File: config.mk
export PLATFORM = sky130hd
export DESIGN_NAME = pipe_reg_flat
export DESIGN_NICKNAME = d
export VERILOG_FILES = /design/src/rtl/pipe_reg_pkg.sv /design/src/rtl/pipe_reg_if.sv /design/src/rtl/pipe_stage.sv /design/src/rtl/pipe_reg.sv /design/src/flat_wrapper.sv
export SDC_FILE = /design/constraint.sdc
export NUM_CORES = 1
export LEC_CHECK = 0
export CORE_UTILIZATION = 25
export CTS_CLUSTER_SIZE = 10
export DETAILED_ROUTE_END_ITERATION = 7
export PLACE_DENSITY_LB_ADDON = 0.05
export SLEW_MARGIN = 20
export SYNTH_ARGS = -nofsm -noshare
export SYNTH_HDL_FRONTEND = slang
export SYNTH_SLANG_ARGS = --single-unit
export TNS_END_PERCENT = 1
File: constraint.sdc
create_clock -name clk -period 3.9 [get_ports clk]
set_clock_uncertainty 0.05 [all_clocks]
set_input_delay 0.78 -clock clk [delete_from_list [all_inputs] [get_ports clk]]
set_output_delay 0.78 -clock clk [all_outputs]
set_load 0.02 [all_outputs]
File: src/rtl/pipe_reg_pkg.sv
// pipe_reg_pkg: shared definitions for the elastic register pipeline.
//   DEFAULT_WIDTH / DEFAULT_DEPTH : default stage width and stage count
//   clog2()                       : constant width helper for the occupancy count
package pipe_reg_pkg;

  localparam int DEFAULT_WIDTH = 8;
  localparam int DEFAULT_DEPTH = 4;

  // Smallest w with 2**w >= n; used to size a counter that must hold 0..DEPTH.
  function automatic int clog2(input int n);
    int w;
    w = 0;
    while ((1 << w) < n) w++;
    return w;
  endfunction

endpackage

File: src/rtl/pipe_reg_if.sv
// pipe_reg_if: producer-side and consumer-side valid/ready handshake of pipe_reg.
//   in_valid/in_data/in_ready    : producer -> pipe
//   out_valid/out_data/out_ready : pipe -> consumer
// Modports:
//   slave  : the pipe itself (takes in_*, drives out_* and in_ready)
//   master : the environment around the pipe (producer and consumer)
interface pipe_reg_if import pipe_reg_pkg::*; #(
  parameter int WIDTH = DEFAULT_WIDTH
) ();

  logic             in_valid;
  logic [WIDTH-1:0] in_data;
  logic             in_ready;
  logic             out_valid;
  logic [WIDTH-1:0] out_data;
  logic             out_ready;

  modport slave (
    input  in_valid, in_data, out_ready,
    output in_ready, out_valid, out_data
  );

  modport master (
    output in_valid, in_data, out_ready,
    input  in_ready, out_valid, out_data
  );

endinterface

File: src/rtl/pipe_stage.sv
// pipe_stage: one WIDTH-bit register slice with its own valid bit.
//   clk    : rising-edge clock
//   r      : synchronous active-low reset (clears valid and data)
//   i_clr  : synchronous clear of the valid bit (flush)
//   i_load : load i_d and mark the slice valid
//   i_hold : current contents cannot leave this cycle, keep the valid bit
//   i_d    : data to load
//   o_v    : slice holds valid data
//   o_d    : slice data
module pipe_stage import pipe_reg_pkg::*; #(
  parameter int WIDTH = DEFAULT_WIDTH
) (
  input  logic             clk,
  input  logic             r,
  input  logic             i_clr,
  input  logic             i_load,
  input  logic             i_hold,
  input  logic [WIDTH-1:0] i_d,
  output logic             o_v,
  output logic [WIDTH-1:0] o_d
);

  logic             r_v;
  logic [WIDTH-1:0] r_d;

  // NOTE: sequential state uses non-blocking assignments so every stage samples
  // its neighbour's pre-edge value; blocking here would shift data through
  // several stages in one edge depending on evaluation order.
  always_ff @(posedge clk) begin
    if (!r) begin
      r_v <= 1'b0;
      // NOTE: data registers are reset as well so out_data reads 0 after reset,
      // not just the valid bits.
      r_d <= '0;
    end else begin
      if (i_clr) r_v <= 1'b0;
      else       r_v <= i_load | (r_v & i_hold);
      // Data only moves on a load; otherwise it holds, even when the slice empties.
      if (i_load) r_d <= i_d;
    end
  end

  assign o_v = r_v;
  assign o_d = r_d;

endmodule

File: src/rtl/pipe_reg.sv
// pipe_reg: elastic register pipeline of DEPTH stages, WIDTH bits each, with
// valid/ready handshake, bubble collapsing and synchronous flush.
//   clk   : rising-edge clock, sole clock
//   r     : synchronous active-low reset, overrides flush and handshake
//   flush : clears every stage valid bit at the next edge; in_ready is 0 meanwhile
//   bus   : pipe_reg_if slave (in_valid/in_data/in_ready, out_valid/out_data/out_ready)
//   count : registered occupancy 0..DEPTH, present only when PIPE_REG_COUNT_EN is defined
// Optional feature macro: PIPE_REG_COUNT_EN
module pipe_reg import pipe_reg_pkg::*; #(
  parameter int WIDTH = DEFAULT_WIDTH,
  parameter int DEPTH = DEFAULT_DEPTH
) (
  input  logic                          clk,
  input  logic                          r,
  input  logic                          flush,
  pipe_reg_if.slave                     bus
`ifdef PIPE_REG_COUNT_EN
  ,
  output logic [clog2(DEPTH+1)-1:0]     count
`endif
);

  logic [DEPTH-1:0] w_v;         // stage valid bits
  logic [DEPTH-1:0] w_free;      // stage i can accept new data this cycle
  logic [DEPTH-1:0] w_free_nxt;  // successor of stage i can accept (out_ready for the last)
  logic [DEPTH-1:0] w_load;      // stage i loads this edge
  logic [WIDTH-1:0] w_d   [DEPTH];
  logic [WIDTH-1:0] w_din [DEPTH];
  logic             w_accept;

  // Free chain, walked from the output back to the input. A stage is free when
  // it is empty or its own contents can move on. This gives an intentional
  // combinational path out_ready -> in_ready; in_valid never reaches in_ready.
  // NOTE: every output of this block is given a default before the loop, so no
  // bit can keep an old value and no latch is inferred.
  always_comb begin : free_chain
    logic f;
    w_free     = '0;
    w_free_nxt = '0;
    f          = bus.out_ready;
    for (int i = DEPTH - 1; i >= 0; i--) begin
      w_free_nxt[i] = f;
      f             = !w_v[i] || f;
      w_free[i]     = f;
    end
  end

  assign bus.in_ready  = w_free[0] && !flush;
  assign w_accept      = bus.in_valid && bus.in_ready;
  assign bus.out_valid = w_v[DEPTH-1];
  assign bus.out_data  = w_d[DEPTH-1];

  for (genvar g = 0; g < DEPTH; g++) begin : g_stage
    if (g == 0) begin : g_head
      assign w_load[g] = w_accept;
      assign w_din[g]  = bus.in_data;
    end else begin : g_body
      // Predecessor advances into this stage; suppressed during flush so the
      // data registers stay put while everything is being discarded.
      assign w_load[g] = w_v[g-1] && w_free[g] && !flush;
      assign w_din[g]  = w_d[g-1];
    end

    pipe_stage #(.WIDTH(WIDTH)) u_stage (
      .clk    (clk),
      .r      (r),
      .i_clr  (flush),
      .i_load (w_load[g]),
      .i_hold (!w_free_nxt[g]),
      .i_d    (w_din[g]),
      .o_v    (w_v[g]),
      .o_d    (w_d[g])
    );
  end

`ifdef PIPE_REG_COUNT_EN
  localparam int CW = clog2(DEPTH + 1);

  logic          w_emit;
  logic [CW-1:0] r_count;

  assign w_emit = bus.out_valid && bus.out_ready;

  // Accept and emit in the same cycle leave the occupancy unchanged.
  always_ff @(posedge clk) begin
    if (!r)                       r_count <= '0;
    else if (flush)               r_count <= '0;
    else if (w_accept && !w_emit) r_count <= r_count + CW'(1);
    else if (!w_accept && w_emit) r_count <= r_count - CW'(1);
  end

  assign count = r_count;

  a_count_bound : assert property (@(posedge clk) disable iff (!r) r_count <= CW'(DEPTH));
`endif

endmodule

File: src/flat_wrapper.sv
// flat-port wrapper written by rule: the top's interface ports become plain ports
module pipe_reg_flat import pipe_reg_pkg::*;
#(
  parameter int WIDTH = DEFAULT_WIDTH,
  parameter int DEPTH = DEFAULT_DEPTH
)
  (clk, r, flush, bus_in_valid, bus_in_data, bus_out_ready, bus_in_ready, bus_out_valid, bus_out_data);
  pipe_reg_if #(.WIDTH(WIDTH)) bus_i ();
  input  logic clk;
  input  logic r;
  input  logic flush;
  input wire logic [$bits(bus_i.in_valid)-1:0] bus_in_valid;
  input wire logic [$bits(bus_i.in_data)-1:0] bus_in_data;
  input wire logic [$bits(bus_i.out_ready)-1:0] bus_out_ready;
  output wire logic [$bits(bus_i.in_ready)-1:0] bus_in_ready;
  output wire logic [$bits(bus_i.out_valid)-1:0] bus_out_valid;
  output wire logic [$bits(bus_i.out_data)-1:0] bus_out_data;
  assign bus_i.in_valid = bus_in_valid;
  assign bus_i.in_data = bus_in_data;
  assign bus_i.out_ready = bus_out_ready;
  assign bus_in_ready = bus_i.in_ready;
  assign bus_out_valid = bus_i.out_valid;
  assign bus_out_data = bus_i.out_data;
  pipe_reg #(.WIDTH(WIDTH), .DEPTH(DEPTH)) u_core (.clk(clk), .r(r), .flush(flush), .bus(bus_i));
endmodule
* Yosys cells after proc, flatten, opt, wreduce, memory -nomap -nowiden *
Index checks and enable logic that the tools add are counted.

word-level totals
  output and inout port bits = 10
  bits of input ports = 13
  register bits = 36

operators by class
  reductions and logical operators = 22
  bitwise logic cells = 9

operators by type and width
  kind               count
  $logic_not 1->1    9
  $logic_and 1x1->1  8
  $and 1x1->1        4
  $logic_or 1x1->1   4
  $or 1x1->1         4
  $reduce_or 2->1    1
  $not 1->1          1

* Longest topological paths before layout *
Gate-level depths: netlist of the first run.

  depth after elaboration = 8
  depth in mapped cells = 5

* By module *
Synthesis of the first run repeated with hierarchy kept, for this count alone.

second synthesis, totals
  cells, all modules = 122
  area total of the unflattened synthesis = 1417.6 um^2

modules (own cells, without submodules)
  module      instances  area an instance (um^2)  cells an instance  seq. area each (um^2)
  pipe_stage  4          334.1                    28                 180.2
  pipe_reg    1          81.3                     10                 0.0

* Worst setup path after synthesis of the first run *
Ideal clock, no wire load.

  path kind = input -> output
  start point = input bus_out_ready
  end point = output bus_in_ready
  path buffers = 1
  required time = 3070 ps
  data arrival time = 1475 ps
  stages on the path = 3
  path slack = 1595 ps
  cell sequence = and4b_4 > buf_6 > a21oi_1

on the way
  word-level cells in the longest chain between the ends = 5

RTL lines
  item                           RTL line            text
  start: declaration             flat_wrapper.sv:14  input wire logic [$bits(bus_i.out_ready)-1:0] bus_out_ready;
  $logic_or 1x1->1 (4 in a row)  pipe_reg.sv:43      f = !w_v[i] || f;
  $logic_and 1x1->1              pipe_reg.sv:48      assign bus.in_ready = w_free[0] && !flush;
  end: declaration               flat_wrapper.sv:15  output wire logic [$bits(bus_i.in_ready)-1:0] bus_in_ready;

Every way passes these cells.

* Final worst setup path of the first run *
Same ends and word-level chain as after synthesis.

==> results of run 1 <==
==> worst min-delay path, cell delays in order, from the launching register on <==
cell	delay, ns
sky130_fd_sc_hd__dfxtp_1	0.31
sky130_fd_sc_hd__nand2_1	0.05
sky130_fd_sc_hd__mux2i_1	0.05
==> sequential cells by signal, indices dropped and copies added (netlist names) <==
name                        cells
u_core.g_stage.u_stage.o_d     32
u_core.g_stage.u_stage.o_v      4
==> worst paths after layout <==
check / to / slack (ns) / cells after the start / from
setup / recovery: bus_in_ready / 0.69 / 4 / bus_out_ready
hold / removal: u_core.g_stage[0].u_stage.o_d[6] / 0.41 / 2 / u_core.g_stage[0].u_stage.o_d[6]
setup reg to reg: u_core.g_stage[3].u_stage.o_d[0] / 2.51 / 3 / u_core.g_stage[3].u_stage.o_v
hold reg to reg: u_core.g_stage[0].u_stage.o_d[6] / 0.41 / 2 / u_core.g_stage[0].u_stage.o_d[6]
==> cells in the mapped netlist <==
master                      n  area share, %
sky130_fd_sc_hd__nand3b_1   1           0.50
sky130_fd_sc_hd__mux2i_1    8            5.3
sky130_fd_sc_hd__nand3_1   24            8.0
sky130_fd_sc_hd__nor2b_1    4            1.7
sky130_fd_sc_hd__nand4b_1   1           0.58
sky130_fd_sc_hd__nor2_1     7            1.8
sky130_fd_sc_hd__a21boi_1   5            2.5
sky130_fd_sc_hd__nand2_1   16            4.0
sky130_fd_sc_hd__a21oi_1    2           0.67
sky130_fd_sc_hd__and3b_1    1           0.58
sky130_fd_sc_hd__o21ai_0   24            8.0
sky130_fd_sc_hd__clkbuf_1   7            1.8
sky130_fd_sc_hd__buf_2      2           0.67
sky130_fd_sc_hd__buf_6      2            1.5
sky130_fd_sc_hd__and4b_4    1           0.92
sky130_fd_sc_hd__buf_1      1           0.25
sky130_fd_sc_hd__dfxtp_1   36             48
sky130_fd_sc_hd__nand2b_1   6            2.5
sky130_fd_sc_hd__a21oi_4    1            1.1
sky130_fd_sc_hd__a21boi_0  19            9.5
==> metrics by stage <==
| step | utilization, % | worst slack, ns | power [uW] | instance area (sq um) |
|---|---|---|---|---|
| global placement | 31.1 | 0.728 | 424 | 1750 |
| finish | 32.7 | 0.694 | 685 | 1840 |
| detailed placement | 31.1 | 0.665 | 426 | 1750 |
| CTS | 32.7 | 0.662 | 696 | 1840 |
| global route | 32.7 | 0.620 | 717 | 1840 |
| floorplan | - | 1.59 | 406 | 1500 |
==> power breakdown <==
part / total, uW / leakage (uW) / internal [uW] / switching [uW]
clock: 269 / 0.0000455 / 144 / 125
sequential: 377 / 0.000291 / 373 / 3.59
combinational: 40.1 / 0.000253 / 22.7 / 17.4
total: 685 / 0.000590 / 540 / 146
==> per-layer routing <==
layer	routed length, um	vias to the layer above	global-route usage (%)
met5	0	-	0
met4	40	0	4.36
met3	118	4	3.77
met2	1430	22	18.1
met1	1410	512	12.8
li1	-	621	-
==> area by class of cell <==
type / instances / area [sq um]
repair buffers: 23 / 228
clock buffers: 8 / 90.1
well taps: 72 / 90.1
multi-input cells: 120 / 714
fillers: 589 / 3800
flip-flops and latches: 36 / 721
==> placed cells by master (no fill, tap or decap) <==
cell and instances:
sky130_fd_sc_hd__dfxtp_1 36, sky130_fd_sc_hd__nand3_1 24, sky130_fd_sc_hd__o21ai_0 24, sky130_fd_sc_hd__clkdlybuf4s50_1 22, sky130_fd_sc_hd__a21boi_0 19, sky130_fd_sc_hd__nand2_1 16
sky130_fd_sc_hd__mux2i_1 8, sky130_fd_sc_hd__nor2_1 7, sky130_fd_sc_hd__nand2b_1 6, sky130_fd_sc_hd__clkbuf_8 6, sky130_fd_sc_hd__a21boi_1 5, sky130_fd_sc_hd__nor2b_1 4
sky130_fd_sc_hd__a21oi_1 2, sky130_fd_sc_hd__clkbuf_1 2, sky130_fd_sc_hd__and4b_4 1, sky130_fd_sc_hd__nand3b_1 1, sky130_fd_sc_hd__and3b_1 1, sky130_fd_sc_hd__nand4b_1 1
sky130_fd_sc_hd__a21oi_4 1, sky130_fd_sc_hd__buf_4 1
==> cells by family after synthesis <==
| group | after synthesis | share of synthesized area, % |
|---|---|---|
| buffers and inverters | 12 | 4.18 |
| flip-flops | 36 | 48.1 |
| multiplexers | 8 | 5.35 |
| AO/OA/AOI/OAI | 51 | 21.8 |
| AND/OR/NAND/NOR | 61 | 20.6 |
==> run metrics, run 1 <==
number of buffers and inverters on the critical path 2; count of nets after finishing 199; Final setup viols 0; total detailed-routing wirelength 3000 um; distinct cell type count of the synthesized netlist 20; CTS Root Buffer Type sky130_fd_sc_hd__clkbuf_8; number of buffers between clock root and the deepest sink 2; upper clock frequency limit 0.312 GHz; IO Port Bufs 22; number of setup buffers added after CTS 0; status finished clean; IO Count 23; maximum ir drop on the vdd rail 0.000136 V; ant diodes 0; required time of the worst setup path 3.07 ns; WP data arrival 2.38 ns; transition time at the pin with the least slew margin 0.531 ns; worst stage delay on the critical path roughly 0.62 ns; synthesized area per cell 8.91 sq um; chip width 79.4 um; hold crit path type flop to flop; Synth Cell Area approximately 1500 sq um; vias in the first global route 1,172; GR Overflow Total 0; static leakage 0.000590 uW; final weighted congestion in routability-driven placement 0.692; number of buffers inserted during clock tree synthesis 5; total die area 6300 sq um; net count after synthesis 181; share of the clock period used by the worst path 82.2%; most frequent cell on the critical path sky130_fd_sc_hd__clkdlybuf4s50_1; time the worst path needs with I/O delays and setup about 3.2 ns; setup repair after global routing missed its margin false; antenna violations before repair 0; H-tree depth 2; worst skew pair latency 0.28 ns; clock tree from TritonCTS done; critical path capture point type primary output; post-placement cell count roughly 250; average detailed-routed wire length per instance 11.6 um; Cell Rows 27; area inside the core boundary around 5600 sq um; overall routing resource usage 10.9%; Die Ht 79.4 um; post-route non-filler standard cell count 259; P&R area growth vs syn 23.1%; starting utilization of the core area 26.5%; Max-Slew Margin vs Limit between 60% and 70%; register area share after synthesis 48.1%; final HPWL from detailed placement ~2300 um; number of design rule violations left after detail routing 0; 1st-iter DRT viols 29; Post-CTS Resized 0; vias roughly 1.2k; pin count of the biggest net entering global routing 26; total clock sinks 36; total of flip-flops plus latches after synthesis 36; number of search-and-repair iterations in the first detailed-routing pass 4; quantity of hold-fixing buffers added after cts 0; final-report hold violation count 0; share of post-route cells with drive strength above 1 4.81%; final number of max-transition violations 0; crit path launch type input pin; standard cell with the maximum stage delay on the critical path sky130_fd_sc_hd__clkdlybuf4s50_1; Worst Setup Path Type input pin to primary output; clock edge transition at the registers on the reported setup and hold paths 0.07 ns; Final ANT Viol Nets 0; Post-Syn Instances 168; vias per cell around 4.5; cell breakdown of the critical path clkdlybuf4s50_1 -> and4b_4 -> a21oi_1 -> clkdlybuf4s50_1; setup TNS 0 ns; Max Cap Violations 0; maximum net fanout on the critical path 12; category of cells accounting for the largest share of critical-path delay buffers and inverters; Yosys warnings 0; first-pass GRT wire length 5280 um; Cell Pwr Density 372 nW/um^2; worst-case hold slack just over 0.4 ns
Note: power is estimated with default switching activity, not from simulation.
==> run 2, diff against run 1 <==
==> constraint.sdc (replaced) <==
create_clock -name clk -period 3 [get_ports clk]
set_clock_uncertainty 0.05 [all_clocks]
set_input_delay 0.6 -clock clk [delete_from_list [all_inputs] [get_ports clk]]
set_output_delay 0.6 -clock clk [all_outputs]
set_load 0.02 [all_outputs]
==> run 2 against run 1 <==
Via count shrank 1.0%. Total power grew 30%. Cell area is the same. Register-to-register slack lost 0.86 ns. Global-route usage grew 0.17 points. Clock-buffer cell count is the same. Worst hold slack lost 0.0043 ns. Final cell count is the same.
==> run metrics, run 2 (synthesized netlist as in run 1, its figures left out) <==
status finished clean; final HPWL from detailed placement 2260 um (-0.91%); most common cell after layout, fill and taps aside sky130_fd_sc_hd__dfxtp_1; setup repair after global routing missed its margin false; ant diodes 0 (unchanged); GR met2 Demand/Resource 18.9% (+0.78 points); average detailed-routed wire length per instance 11.5 um (-0.87%); P&R area growth vs syn 23.1% (unchanged); static leakage 0.000590 uW (unchanged); Max-Slew Margin vs Limit 66.0% (+1.5 points); Final ANT Viol Nets 0 (unchanged); final weighted congestion in routability-driven placement 0.673 (-2.6%); share of the clock period used by the worst path a little over nine tenths; H-tree depth 2 (unchanged); antenna violations before repair 0 (unchanged); number of design rule violations left after detail routing 0 (unchanged); total power 890 uW (+30%); overall routing resource usage 11.1% (+0.17 points); maximum net fanout on the critical path 12 (unchanged); required time of the worst setup path 2.35 ns (-0.72 ns); count of nets after finishing 199 (unchanged); quantity of hold-fixing buffers added after cts 0 (unchanged); critical path capture point type primary output; setup slack of the worst register-to-register path 1.65 ns (-0.86 ns); met3 track demand over resource 3.77% (unchanged); layer with the highest usage after global routing met2; Die Ht 79.4 um (unchanged); Max Cap Violations 0 (unchanged); total clock sinks 36 (unchanged); GR Overflow Total 0 (unchanged); vias in the first global route 1,155 (-1.5%); IO Port Bufs 22 (unchanged); vias 1,147 (-1.0%); starting utilization of the core area 26.5% (unchanged); total detailed-routing wirelength 2970 um (-0.87%); setup TNS 0 ns (unchanged); clock edge transition at the registers on the reported setup and hold paths 0.06 ns (about the same); total die area 6300 sq um (unchanged); pin count of the biggest net entering global routing 25 (-3.8%); crit path launch type input pin; number of buffers inserted during clock tree synthesis 5 (unchanged); clock tree from TritonCTS done; upper clock frequency limit 0.354 GHz; maximum ir drop on the vdd rail 0.000140 V (+3.0%); CTS Root Buffer Type sky130_fd_sc_hd__clkbuf_8; IO Count 23 (unchanged); area inside the core boundary 5640 sq um (unchanged); M1 GR Usage 12.2% (-0.55 points); number of buffers between clock root and the deepest sink 2 (unchanged); Post-CTS Resized 0 (unchanged); 1st-iter DRT viols 52 (+79%); Cell Pwr Density 483 nW/um^2 (+30%); Worst Setup Path Type input pin to primary output; number of search-and-repair iterations in the first detailed-routing pass 3 (-1); chip width 79.4 um (unchanged); share of post-route cells with drive strength above 1 4.81% (unchanged); Final setup viols 0 (unchanged); first-pass GRT wire length 5240 um (-0.64%); most frequent cells in the layout sky130_fd_sc_hd__dfxtp_1 (36), sky130_fd_sc_hd__nand3_1 (24), sky130_fd_sc_hd__o21ai_0 (24), sky130_fd_sc_hd__clkdlybuf4s50_1 (22), sky130_fd_sc_hd__a21boi_0 (19); post-route non-filler standard cell count 259 (unchanged); post-placement cell count 251 (unchanged); Cell Rows 27 (unchanged); WP data arrival 2.18 ns (-0.20 ns); final-report hold violation count 0 (unchanged); number of flip-flops in the largest register 32 (unchanged); worst skew pair latency 0.29 ns (about the same); hold crit path type flop to flop; vias per cell 4.43 (-1.0%); time the worst path needs with I/O delays and setup around 2.8 ns; number of setup buffers added after CTS 0 (unchanged); transition time at the pin with the least slew margin 0.508 ns (-0.0228 ns); final number of max-transition violations 0 (unchanged)
==> run 2: cell counts in the layout (fill, tap and decap cells not counted) <==
No cell type changed its count.
==> run 2: per-stage QoR <==
stage / cell area, sq um / hold WS [ns] / utilization [%] / setup slack (ns)
floorplan: 1500 / 0.385 / - / 1.05
global placement: 1750 / 0.400 / 31.1 / 0.189
detailed placement: 1750 / 0.398 / 31.1 / 0.165
CTS: 1840 / 0.416 / 32.7 / 0.157
global route: 1840 / 0.431 / 32.7 / 0.0599
finish: 1840 / 0.409 / 32.7 / 0.173
==> run 2: power breakdown <==
part | switching, uW | leakage, uW | internal (uW)
Clock | 162 | 0.0000455 | 187
Combinational | 22.1 | 0.000253 | 29.5
Sequential | 4.61 | 0.000291 | 485
Total | 188 | 0.000590 | 702
==> run 2: worst paths after layout <==
path	startpoint	to	depth (start not counted)
worst max-delay path	bus_out_ready	bus_in_ready	4
worst min-delay path	u_core.g_stage[0].u_stage.o_d[4]	u_core.g_stage[0].u_stage.o_d[4]	2
worst max register to register	u_core.g_stage[0].u_stage.o_v	u_core.g_stage[1].u_stage.o_d[0]	3
worst min register to register	u_core.g_stage[0].u_stage.o_d[4]	u_core.g_stage[0].u_stage.o_d[4]	2
==> run 2: final cells by class <==
| class | instances | area (sq um) |
|---|---|---|
| tap | 72 | 90.1 |
| fill | 586 | 3800 |
| sequential | 36 | 721 |
| timing repair buffer | 23 | 228 |
| clock buffer | 8 | 90.1 |
| multi-input combinational | 120 | 714 |
==> run 2: per-layer routing <==
layer | vias up | part of all wire, %
met4 | 0 | 2.0
met5 | - | 0
met1 | 497 | 45
li1 | 621 | -
met2 | 22 | 49
met3 | 7 | 4.2
==> run 2: critical path: stages <==
cell,delay (ns)
sky130_fd_sc_hd__clkdlybuf4s50_1,0.54
sky130_fd_sc_hd__and4b_4,0.28
sky130_fd_sc_hd__a21oi_1,0.15
sky130_fd_sc_hd__clkdlybuf4s50_1,0.62
